===== src/rtl/w_mem_reader_pkg.sv =====
// Shared types and constants for the weight-memory read sequencer.
package w_mem_reader_pkg;

   typedef enum logic [1:0] {
      IDLE,
      RUN,
      DONE
   } rd_state_t;

   localparam int unsigned W_RD_FIFO_DEPTH = 2;

endpackage


===== src/rtl/w_rd_fifo.sv =====
// Small synchronous FIFO that absorbs the weight-memory read latency.
module w_rd_fifo
   import w_mem_reader_pkg::*;
#(
   parameter int dataWidth = 16
)(
   input  logic                 clk,
   input  logic                 rst_n,
   input  logic                 push,
   input  logic                 pop,
   input  logic [dataWidth-1:0] wdata,
   output logic [dataWidth-1:0] rdata,
   output logic                 full,
   output logic                 empty,
   output logic [1:0]           count
);

   localparam int unsigned PW = $clog2(W_RD_FIFO_DEPTH);

   logic [dataWidth-1:0] mem [W_RD_FIFO_DEPTH];
   logic [PW-1:0]        wr_ptr;
   logic [PW-1:0]        rd_ptr;
   logic [1:0]           cnt;
   logic                 do_pop;

   // Status flags and head of queue.
   always_comb begin
      empty  = (cnt == 2'd0);
      full   = (cnt == 2'(W_RD_FIFO_DEPTH));
      count  = cnt;
      rdata  = mem[rd_ptr];
      do_pop = pop && !empty;
   end

   // Storage, pointers and occupancy; push and pop may coincide.
   always_ff @(posedge clk or negedge rst_n) begin
      if (!rst_n) begin
         for (int unsigned i = 0; i < W_RD_FIFO_DEPTH; i++) mem[i] <= '0;
         wr_ptr <= '0;
         rd_ptr <= '0;
         cnt    <= '0;
      end else begin
         if (push) begin
            mem[wr_ptr] <= wdata;
            wr_ptr      <= wr_ptr + PW'(1);
         end
         if (do_pop) rd_ptr <= rd_ptr + PW'(1);
         case ({push, do_pop})
            2'b10:   cnt <= cnt + 2'd1;
            2'b01:   cnt <= cnt - 2'd1;
            default: cnt <= cnt;
         endcase
      end
   end

endmodule


===== src/rtl/w_mem_reader.sv =====
// Walks the weight memory and streams weights to the MAC over valid/ready.
module w_mem_reader
   import w_mem_reader_pkg::*;
#(
   parameter int numWeight    = 10,
   parameter int addressWidth = (numWeight > 1) ? $clog2(numWeight) : 1,
   parameter int dataWidth    = 16,
   parameter int cntWidth     = $clog2(numWeight + 1)
)(
   input  logic                    clk,
   input  logic                    rst_n,
   input  logic                    start,
   output logic                    busy,
   output logic                    done,
   output logic                    mem_ren,
   output logic [addressWidth-1:0] mem_radd,
   input  logic [dataWidth-1:0]    mem_rdata,
   output logic                    w_valid,
   input  logic                    w_ready,
   output logic [dataWidth-1:0]    w_data,
   output logic                    w_last
);

   localparam logic [cntWidth-1:0] N_CNT    = cntWidth'(numWeight);
   localparam logic [cntWidth-1:0] LAST_IDX = cntWidth'(numWeight - 1);

   rd_state_t             state;
   rd_state_t             state_nxt;
   logic [cntWidth-1:0]     issue_cnt;
   logic [cntWidth-1:0]     out_cnt;
   logic                    rd_pending;
   logic [addressWidth-1:0] radd_q;
   logic                    pop;
   logic                    issue;
   logic                    fifo_full;
   logic                    fifo_empty;
   logic [1:0]              fifo_count;
   logic [2:0]              credit_used;

   // State register.
   always_ff @(posedge clk or negedge rst_n) begin
      if (!rst_n) state <= IDLE;
      else        state <= state_nxt;
   end

   // Next state and status outputs; busy covers the done cycle too.
   always_comb begin
      state_nxt = state;
      busy      = 1'b0;
      done      = 1'b0;
      case (state)
         IDLE: if (start) state_nxt = RUN;
         RUN: begin
            busy = 1'b1;
            if (pop && w_last) state_nxt = DONE;
         end
         DONE: begin
            busy      = 1'b1;
            done      = 1'b1;
            state_nxt = IDLE;
         end
         default: state_nxt = IDLE;
      endcase
   end

   // Credit-based issue: in-flight read plus buffered entries, less this
   // cycle's pop, must leave room in the 2-entry buffer.
   always_comb begin
      w_valid     = !fifo_empty;
      pop         = w_valid && w_ready;
      w_last      = w_valid && (out_cnt == LAST_IDX);
      credit_used = {2'b00, rd_pending} + {1'b0, fifo_count};
      issue       = (state == RUN) && (issue_cnt < N_CNT) &&
                    (credit_used < (3'd2 + {2'b00, pop}));
      mem_ren     = issue;
      mem_radd    = issue ? issue_cnt[addressWidth-1:0] : radd_q;
   end

   // Issue/output counters, read-return tracking and held read address.
   always_ff @(posedge clk or negedge rst_n) begin
      if (!rst_n) begin
         issue_cnt  <= '0;
         out_cnt    <= '0;
         rd_pending <= 1'b0;
         radd_q     <= '0;
      end else begin
         rd_pending <= issue;
         if (issue) radd_q <= issue_cnt[addressWidth-1:0];
         if (state == IDLE && start) begin
            issue_cnt <= '0;
            out_cnt   <= '0;
         end else begin
            if (issue) issue_cnt <= issue_cnt + cntWidth'(1);
            if (pop)   out_cnt   <= out_cnt + cntWidth'(1);
         end
      end
   end

   w_rd_fifo #(
      .dataWidth(dataWidth)
   ) u_fifo (
      .clk   (clk),
      .rst_n (rst_n),
      .push  (rd_pending),
      .pop   (pop),
      .wdata (mem_rdata),
      .rdata (w_data),
      .full  (fifo_full),
      .empty (fifo_empty),
      .count (fifo_count)
   );

   // A returning read must always find a free slot.
   a_no_overflow: assert property (@(posedge clk) disable iff (!rst_n)
      !(rd_pending && fifo_full && !pop));

endmodule


===== config.mk =====
export PLATFORM = sky130hd
export DESIGN_NAME = w_mem_reader
export DESIGN_NICKNAME = d
export VERILOG_FILES = /design/src/rtl/w_mem_reader_pkg.sv /design/src/rtl/w_rd_fifo.sv /design/src/rtl/w_mem_reader.sv
export SDC_FILE = /design/constraint.sdc
export NUM_CORES = 1
export LEC_CHECK = 0
export CORE_MARGIN = 5
export CORE_UTILIZATION = 50
export CTS_BUF_LIST = sky130_fd_sc_hd__clkbuf_16
export CTS_CLUSTER_DIAMETER = 30
export CTS_CLUSTER_SIZE = 28
export DETAILED_ROUTE_END_ITERATION = 7
export GPL_TIMING_DRIVEN = 0
export PLACE_DENSITY = 0.81
export SLEW_MARGIN = 10
export SYNTH_ARGS = -nofsm -noshare
export SYNTH_HDL_FRONTEND = slang
export SYNTH_HIERARCHICAL = 1
export SYNTH_SLANG_ARGS = --single-unit
export TNS_END_PERCENT = 50

===== constraint.sdc =====
create_clock -name clk -period 2.76 [get_ports clk]
set_clock_uncertainty 0.15 [all_clocks]
set_input_delay 0.276 -clock clk [delete_from_list [all_inputs] [get_ports clk]]
set_output_delay 0.276 -clock clk [all_outputs]
set_load 0.05 [all_outputs]

==> results.toml <==
[placed_design]
post-place-cells = 277
place.gp.congestion = 0.757
dp_hpwl_um = 3060
place.port_buffers = 44

[worst_setup_path]
crit_path_end_kind = "output port"
critPathKind = "flip-flop to output port"
start_kind = "flip-flop"
cp_slowest_cell = "dfrtp_2"
cp_slowest_stage_delay_ps = 420
timing.critical_path.cells = "ha_1 > or3b_4 > a211oi_4 > mux2_4 > buf_6"
crit_fanout = 4
crit_family = "flip-flops"
worst-path-buf-inv = 1
required_ps = 2330
critPathArrivalTime_ps = 2270

[grt]
gr-total-overflow = 0
grt_max_degree = 38
grt_pass1_wl_um = 7490
antenna_found_initial = 0
grt_pass1_vias = 1621
grt.total_usage_pct = 15.1

[final_layout]
insertedDiodeCount = 0
layout-drive-gt1-share_pct = 34.6
final_cell_mix = "mux2_2 (50), dfrtp_1 (50), clkdlybuf4s50_1 (38)"
post-route-util_pct = 66.7
fin_nets = 267
area_growth_pct = 29.9
stdcell_count = 291

[timing]
setup_viol_count_final = 0
hold_viol_final = 0
post-route-period-util_pct = 97.8
max_slew_margin_pct = 65.4
min_period_ps = 2700
drv_slew = 0
worst_pin_slew_ps = 517
holdWs_ps = 282
fin_tns_setup_ps = 0
fmax_ghz = 0.370

[die]
die_w_um = 79.4
die_h_um = 79.4
io-pin-count = 45
core_um2 = 4690
start_util_pct = 51.3
design.die.area_um2 = 6310
rows = 25

[clock_network]
htree_levels = 2
cts_tree = "done"
cts_buffers = 5
clkSinkCount = 51
clockBufferDepth = 2
clkLatencyLatePin_ps = 280
cts.clk_slew.worst_paths_ps = 60
cts_root_buffer = "clkbuf_16"

[routing]
drc = 0
vias = 1539
drt-pass1-iter-count = 4
antenna_left = 0
drtIter0Drc = 69
routed_wl_um = 4380
post_drt_via_cell_ratio = 5.29
wl_per_cell_um = 15.1

[synth]
yosysWarnings = 6
synth_fp_nets = 209
syn_inst = 178
avgSynthCellArea_um2 = 13.5
netlist_area_um2 = 2410

[min_path]
min_path_type = "input port to asynchronous set/reset pin"

[outcome]
status = "complete, no violations"

[flow_run]
maxCapViolations = 0
==> layer usage <==
| metal | vias to the layer above | wire (um) | GRT usage (%) |
|---|---|---|---|
| met5 | - | 0 | 0 |
| met4 | 0 | 60 | 5.15 |
| met3 | 6 | 254 | 3.95 |
| met2 | 39 | 1980 | 23.7 |
| met1 | 760 | 2090 | 20.4 |
| li1 | 734 | - | - |
==> worst reg2reg max path, stage by stage (launching register included) <==
cell and delay [ps]:
dfrtp_2 420, ha_1 290, or3b_4 420, a211oi_4 350, mux2_4 350
==> state kept, by name, indices dropped and copies added (netlist names) <==
signal         count
out_cnt            4
issue_cnt          4
u_fifo/mem        32
rd_pending         1
u_fifo/wr_ptr      1
state              2
u_fifo/count       2
u_fifo/rd_ptr      1
radd_q             4
==> stage by stage <==
stage          setup slack [ps]  area [um^2]
2_1_floorplan              7.19         2410
3_3_place_gp               -290         2920
3_5_place_dp               -337         2940
4_1_cts                   -15.5         3090
5_1_grt                  -0.925         3130
6_report                   60.7         3130
==> worst paths after layout <==
path / startpoint / to / slack, ps / cells after the start
setup / recovery: rd_pending / mem_radd[0] / 60 / 5
hold / removal: rst_n / u_fifo/mem[0] / 280 / 2
setup reg to reg: rd_pending / radd_q[0] / 660 / 4
hold reg to reg: u_fifo/mem[15] / u_fifo/mem[15] / 350 / 1
max in group asynchronous: rst_n / rd_pending / 1660 / 3
min in group clk: u_fifo/mem[15] / u_fifo/mem[15] / 350 / 1
==> what timing repair did <==
item	4_1_cts	5_1_grt
hold buffers	1	0
pin swaps	1	2
buffers inserted	0	5
resized for setup	27	6
hold endpoints to repair	14	0
endpoints found under the setup margin	5	4
==> final cells by class <==
| type | count | area, um^2 |
|---|---|---|
| multi-input combinational | 115 | 1080 |
| buffer | 5 | 36.3 |
| fill | 377 | 1560 |
| sequential | 51 | 1280 |
| tap | 54 | 67.6 |
| inverter | 7 | 26.3 |
| clock buffer | 5 | 125 |
| clock inverter | 3 | 15.0 |
| timing repair buffer | 51 | 495 |
Power is not shown: default switching activity piles up to over one toggle a cycle in this logic, so the estimate is an artifact.
